===== src/rtl/ref_level_gen_win_pkg.sv =====
// ref_level_gen_win_pkg: shared widths, mode encodings and the 1sX product-extract helper
package ref_level_gen_win_pkg;
  localparam int DATA_W_DEF = 18;
  localparam int MODE_BLOCK = 0;
  localparam int MODE_LEAKY = 1;
endpackage

// Top W bits of a 2W-bit 1sX*1sX product, i.e. p[2W-2 -: W] written as a shift.
`define FX_1SX(p, w) ((w)'((p) >> ((w) - 1)))


===== src/rtl/ref_level_gen_win_sat_abs.sv =====
// sat_abs: saturating two's-complement magnitude, signed W-bit in, unsigned W-1-bit out
//   i_d   signed input
//   o_mag |i_d|, the most negative input saturates to 2^(W-1)-1
module sat_abs #(
  parameter int W = 18
) (
  input  logic signed [W-1:0] i_d,
  output logic        [W-2:0] o_mag
);
  logic [W-1:0] w_neg;
  assign w_neg = -i_d;
  // Negating the most negative value leaves its sign bit set, which flags the saturation case.
  assign o_mag = i_d[W-1] ? (w_neg[W-1] ? '1 : w_neg[W-2:0]) : i_d[W-2:0];
endmodule


===== src/rtl/ref_level_gen_win.sv =====
// ref_level_gen_win: slicer reference level (windowed or leaky |dec_var| average) plus average power
//   clk, reset        clock, synchronous active-high reset
//   clk_en, hold      symbol strobe and sample freeze
//   dec_var           signed decision variable
//   ref_level/_valid  averaged magnitude and its update pulse
//   avg_power/_valid  ref_level^2 * POWER_SCALE, two clocks after ref_valid
module ref_level_gen_win
  import ref_level_gen_win_pkg::*;
#(
  parameter int DATA_W      = DATA_W_DEF,
  parameter int LOG_LEN     = 8,
  parameter int MODE        = MODE_BLOCK,
  parameter int POWER_SCALE = 65536
) (
  input  logic                     clk,
  input  logic                     reset,
  input  logic                     clk_en,
  input  logic                     hold,
  input  logic signed [DATA_W-1:0] dec_var,
  output logic signed [DATA_W-1:0] ref_level,
  output logic                     ref_valid,
  output logic signed [DATA_W-1:0] avg_power,
  output logic                     power_valid
);
  localparam int AW = DATA_W - 1 + LOG_LEN;
  localparam logic [DATA_W-1:0] PS = DATA_W'(POWER_SCALE);
  logic              w_take;
  logic [DATA_W-2:0] w_mag;
  logic [DATA_W-2:0] r_mag;
  logic              r_mag_vld;
  logic [AW-1:0]     r_acc;
  logic [AW-1:0]     w_ext;
  logic [AW-1:0]     w_blk;
  logic [AW-1:0]     w_lky;
  logic [LOG_LEN-1:0] r_cnt;
  logic [DATA_W-1:0] r_sq_t;
  logic              r_sq_vld;
  assign w_take = clk_en & ~hold & ~reset;
  sat_abs #(.W(DATA_W)) u_abs (.i_d(dec_var), .o_mag(w_mag));
  assign w_ext = {{LOG_LEN{1'b0}}, r_mag};
  assign w_blk = r_acc + w_ext;
  // Leaky steady state is 2^LOG_LEN * mag, so this never exceeds AW bits.
  assign w_lky = r_acc - (r_acc >> LOG_LEN) + w_ext;
  always_ff @(posedge clk) begin
    if (reset) begin
      r_mag       <= '0;
      r_mag_vld   <= 1'b0;
      r_acc       <= '0;
      r_cnt       <= '0;
      ref_level   <= '0;
      ref_valid   <= 1'b0;
      r_sq_t      <= '0;
      r_sq_vld    <= 1'b0;
      avg_power   <= '0;
      power_valid <= 1'b0;
    end else begin
      r_mag_vld   <= w_take;
      ref_valid   <= 1'b0;
      r_sq_vld    <= ref_valid;
      power_valid <= r_sq_vld;
      if (w_take) r_mag <= w_mag;
      if (ref_valid) r_sq_t <= `FX_1SX({{DATA_W{1'b0}}, ref_level} * {{DATA_W{1'b0}}, ref_level}, DATA_W);
      if (r_sq_vld) avg_power <= `FX_1SX({{DATA_W{1'b0}}, r_sq_t} * {{DATA_W{1'b0}}, PS}, DATA_W);
      // Driven by r_mag_vld rather than take so a mag registered just before hold/clk_en fell still lands.
      if (r_mag_vld) begin
        if (MODE == MODE_LEAKY) begin
          r_acc     <= w_lky;
          ref_level <= DATA_W'(w_lky >> LOG_LEN);
          ref_valid <= 1'b1;
        end else if (&r_cnt) begin
          r_acc     <= '0;
          r_cnt     <= '0;
          ref_level <= DATA_W'(w_blk >> LOG_LEN);
          ref_valid <= 1'b1;
        end else begin
          r_acc <= w_blk;
          r_cnt <= r_cnt + LOG_LEN'(1);
        end
      end
    end
  end
endmodule


===== config.mk =====
export PLATFORM = sky130hd
export DESIGN_NAME = ref_level_gen_win
export DESIGN_NICKNAME = d
export VERILOG_FILES = /design/src/rtl/ref_level_gen_win_pkg.sv /design/src/rtl/ref_level_gen_win_sat_abs.sv /design/src/rtl/ref_level_gen_win.sv
export SDC_FILE = /design/constraint.sdc
export NUM_CORES = 1
export LEC_CHECK = 0
export CORE_MARGIN = 8
export CORE_UTILIZATION = 45
export DETAILED_ROUTE_END_ITERATION = 12
export GPL_TIMING_DRIVEN = 0
export PLACE_DENSITY = 0.68
export SETUP_SLACK_MARGIN = 0.02
export SLEW_MARGIN = 20
export SYNTH_ARGS = -nofsm -noshare
export SYNTH_HDL_FRONTEND = slang
export SYNTH_SLANG_ARGS = --single-unit
export TNS_END_PERCENT = 20

===== constraint.sdc =====
create_clock -name clk -period 9 [get_ports clk]
set_input_delay 1.35 -clock clk [delete_from_list [all_inputs] [get_ports clk]]
set_output_delay 1.35 -clock clk [all_outputs]
set_load 0.02 [all_outputs]

==> results summary <==
The number of resized instances in the post-cts repair step is 0. The maximum level of the CTS H-tree is 3. For this run, global-route usage on met2 was measured as 32.96%.

Counting instances in the post-synthesis netlist gives the leading cell types as 288 x sky130_fd_sc_hd__inv_1, 190 x sky130_fd_sc_hd__fa_1, 152 x sky130_fd_sc_hd__nand2_1. The fraction of layout cells with a size suffix above 1 is 3.242%. The critical path data required time came out at 9.25 ns. Once detail routing completed, the nets flagged for antenna violations numbered 0.

The number of rows created at floorplan came out at 62. The number of buffer and inverter stages on the critical path came out at 7. After global routing the overflow that remains totals 0. At the end of routability-driven placement, the weighted congestion stood at 0.9188. The first global-routing pass estimated 55100 µm of wire. The number of clock buffers inserted by TritonCTS is 9. The initial antenna violation count is 1.

The number of pins exceeding their max-slew limit in the final report was 0. The worst setup path is launched from a flop. The clock sink count is 103. The critical path depth is 23.

By instance count, the leading cell after synthesis is sky130_fd_sc_hd__inv_1. The clock latency reported for the late side of the worst-skew pair is 0.35 ns. Cell internal power was estimated by the tool at 0.7705 mW. Dividing total power by cell area gives a power density of 69.34 nW/µm². The most critical setup path has its endpoint at r_sq_t[16].

The hold violation total from the final report is 0. Entering global routing, the biggest net connects 19 pins. The register area came out at 2062 µm². The worst setup path category is flop to flop. The core region area is 28780 µm². Setup repair after global routing left no endpoint under its margin. The switching part of the total came out at 23.55%. Max-cap violations in this run came to 0. The via count came out at 10.31k. The endpoint identified for the worst register-to-register timing path is r_sq_t[16]. The worst path needs 7.423 ns of the cycle, external delays included. TritonCTS built the clock tree.

Of all cell types, the one taking the most synthesized area is sky130_fd_sc_hd__fa_1. The core utilization of the finished layout is 50.50%. The number of cells on the worst reg-to-reg path is 23. After synthesis, the cell types taking the most area are sky130_fd_sc_hd__fa_1 29%, sky130_fd_sc_hd__dfxtp_1 16%, sky130_fd_sc_hd__ha_1 12%, sky130_fd_sc_hd__inv_1 8.2%, sky130_fd_sc_hd__nand2_1 4.3%. The reported leakage power is 7.185 nW.

Broken down by cell family, the worst path's largest delay share belongs to adder cells. The via-per-instance ratio is 5.266. The mean cell area of the mapped netlist came out at 8.765 µm².

The cell at the root of the clock tree is sky130_fd_sc_hd__clkbuf_16. In this run the post-CTS setup repair buffer count came out at 0. Summed over all nets, the switching power comes to 0.2373 mW. After layout, the worst setup slack is 1.577 ns. The placement-stage worst setup slack is 1.675 ns. The post-synthesis cell count came out at 1501. The sequential share of power is 46.4%. Of the synthesized area, sequential elements account for 15.67%. For this design, the slowest cell found on the critical path is sky130_fd_sc_hd__clkbuf_1. The cell area that synthesis handed to floorplanning was 13160 µm².

For this run, global-route usage on met3 was measured as 2.125%. The sum of net half-perimeters after detailed placement came out at 26700 µm. The count of unique library cells instantiated by Yosys is 69.

The detailed router finished its first iteration with 691 violations. Timing would allow up to 0.1347 GHz. The cts-stage hold buffer count is 0. The clock-pin slew reported for the worst setup and hold paths after clock tree synthesis is 0.07 ns.

Counting the fill cells in the layout gives 2707. The clock network power share came out at 45.4%. The worst ir drop on vdd is 0.09899 mV. The number of enable-type register cells in the synthesized netlist is 0. Walking the worst path, the cells encountered are clkbuf_1 > clkbuf_1 > nand2_1 > fa_1 > inv_1 > fa_1 > inv_1 > fa_1 > inv_1 > fa_1 > fa_1 > inv_1 > fa_1 > inv_1 > ha_1 > nand2_1 > nor4_1 > o221ai_2 > a21oi_2 > and3b_1 > nor2b_1 > a221o_1 > a2111oi_2. The x dimension of the die is 187.0 µm. The synthesis-to-finish area growth came out at 10.48%. Dividing the detail-routed wire length by the instance count gives 16.79 µm. The buffer levels on the longest clock path is 2. The remaining routing DRC violations is 0. The initial cell density of the core came out at 45.71%. The global routing stage identified its most utilized layer as met2. The total die area is 34960 µm².

The first-pass iteration count of the detailed router came out at 6. The met1 usage came out at 25.32%. The reg-to-reg critical path startpoint is ref_level[5]. The power after layout is 1.008 mW. The signal arrival time at the worst endpoint is 7.67 ns. The kind of end point of the critical path is a flop. The most numerous cell on the critical path is sky130_fd_sc_hd__fa_1. The class of the most critical hold timing path is flop to flop. The setup TNS after final layout is 0 ns. The dominant register cell in the synthesized netlist is sky130_fd_sc_hd__dfxtp_1. The final net count came out at 1909. The post-route clock period utilization came out at 82.48%. The die outline height came out at 187.0 µm.

For this design the top-level I/O count stands at 60. The number of global-route vias before repair is 10.92k. The largest clock skew in the final design is 0.01260 ns. The peak fanout along the critical path is 10. Setup violations remaining at the end of the flow were counted as 0. The area of combinational cells with multiple inputs came out at 9768 µm². The final routed wirelength across all metal layers came out at 32860 µm. The antenna diode count came out at 0. The combined global-route utilization of all metal layers came out at 19.26%. In this design, the stage delay of the slowest critical-path cell is 0.67 ns. The worst-case register-to-register setup slack is 1.58 ns. The number of flip-flops and latches in the synthesized netlist is 103.

The headroom to the max-slew limit is 41.21%. The flow ran to the end, and the final reports show no timing, DRC or antenna violations. The area fraction of the dominant cell type after synthesis came out at 28.91%.

The number of synthesis warnings is 0. The critical path starts at ref_level[5]. The actual transition at the worst max-transition pin is 0.8818 ns.

The total of buffers placed on input and output ports is 54. The combinational cell fraction of total power is 8.1%. The fraction of synthesis flops using an asynchronous set or reset pin is 0%.
placed cells by master, fill, tap and decap left out, types with 18 or more instances in the layout:
master | Yosys | routed
sky130_fd_sc_hd__nand3_1 | 25 | 25
sky130_fd_sc_hd__xnor2_1 | 31 | 31
sky130_fd_sc_hd__xor2_1 | 37 | 37
sky130_fd_sc_hd__mux2i_1 | 20 | 20
sky130_fd_sc_hd__ha_1 | 129 | 129
sky130_fd_sc_hd__o21ai_0 | 33 | 33
sky130_fd_sc_hd__clkbuf_1 | 52 | 52
sky130_fd_sc_hd__nand2_1 | 152 | 152
sky130_fd_sc_hd__clkdlybuf4s50_1 | 0 | 54
sky130_fd_sc_hd__and2_1 | 58 | 58
sky130_fd_sc_hd__nor2_1 | 97 | 97
sky130_fd_sc_hd__inv_1 | 288 | 288
sky130_fd_sc_hd__a211oi_1 | 18 | 18
sky130_fd_sc_hd__dfxtp_1 | 103 | 103
sky130_fd_sc_hd__a21oi_1 | 62 | 62
sky130_fd_sc_hd__fa_1 | 190 | 190
tightest hold or removal path, cell delays in order, from the launching register on:
cell and delay, ns:
sky130_fd_sc_hd__dfxtp_1 0.33, sky130_fd_sc_hd__nand2_1 0.05, sky130_fd_sc_hd__o21ai_0 0.05
flip-flops by register name, indices dropped and copies added, names as in the netlist:
| register | cells |
|---|---|
| r_mag | 17 |
| r_sq_vld | 1 |
| r_mag_vld | 1 |
| r_acc | 25 |
| power_valid | 1 |
| avg_power | 16 |
| ref_valid | 1 |
| r_cnt | 8 |
| ref_level | 17 |
| r_sq_t | 16 |
power by group through the flow:
stage               combinational [mW]  sequential (mW)  clock, mW
finish                          0.0820            0.468      0.458
global route                    0.0902            0.469      0.479
CTS                             0.0814            0.468      0.463
detailed placement              0.0813            0.479          0
global placement                0.0800            0.479          0
floorplan                       0.0542            0.477          0
layer usage:
layer / part of all wire, % / up-vias
met5: 0 / -
met4: 2.5 / 0
met3: 5.1 / 55
met2: 49 / 265
met1: 44 / 5086
li1: - / 4900
through the flow:
step | hold WS [ns] | std cells | cell area [µm²]
after floorplan | 0.4248 | 1503 | 13160
after global placement | 0.4382 | 1941 | 14180
after detailed placement | 0.4533 | 1941 | 14180
after CTS | 0.4701 | 1957 | 14540
after global routing | 0.4980 | 1957 | 14540
final | 0.4628 | 1957 | 14540
how the worst min path moves through the flow:
stage | depth (start not counted) | slack, ns | start | end
after floorplan | 2 | 0.42 | r_sq_t[10] | r_sq_t[10]
after global placement | 2 | 0.44 | r_sq_t[6] | r_sq_t[6]
after detailed placement | 2 | 0.45 | r_acc[7] | r_acc[7]
after CTS | 2 | 0.47 | r_sq_t[14] | r_sq_t[14]
after global routing | 2 | 0.50 | r_sq_t[14] | r_sq_t[14]
final | 2 | 0.46 | r_acc[7] | r_acc[7]
area by class of cell:
| type | instances | share of cell area (%) |
|---|---|---|
| multi-input combinational | 1050 | 67.20 |
| sequential | 103 | 14.19 |
| inverter | 288 | 7.437 |
| buffer | 62 | 1.739 |
| timing repair buffer | 54 | 3.719 |
| clock inverter | 7 | 0.8608 |
| clock buffer | 9 | 1.549 |
| tap | 384 | 3.305 |
cell families (layout without fill, tap and decap cells):
group	after synthesis	count (layout)	share of synthesized area (%)
flip-flops	103	103	15.67
XOR/XNOR	68	68	4.527
multiplexers	21	21	1.607
other	1	3	0.02850
adder cells (fa/ha/maj)	319	319	41.18
AO/OA/AOI/OAI	223	223	11.85
AND/OR/NAND/NOR	416	416	15.00
buffers and inverters	350	420	10.14
(Power assumes the default switching activity.)
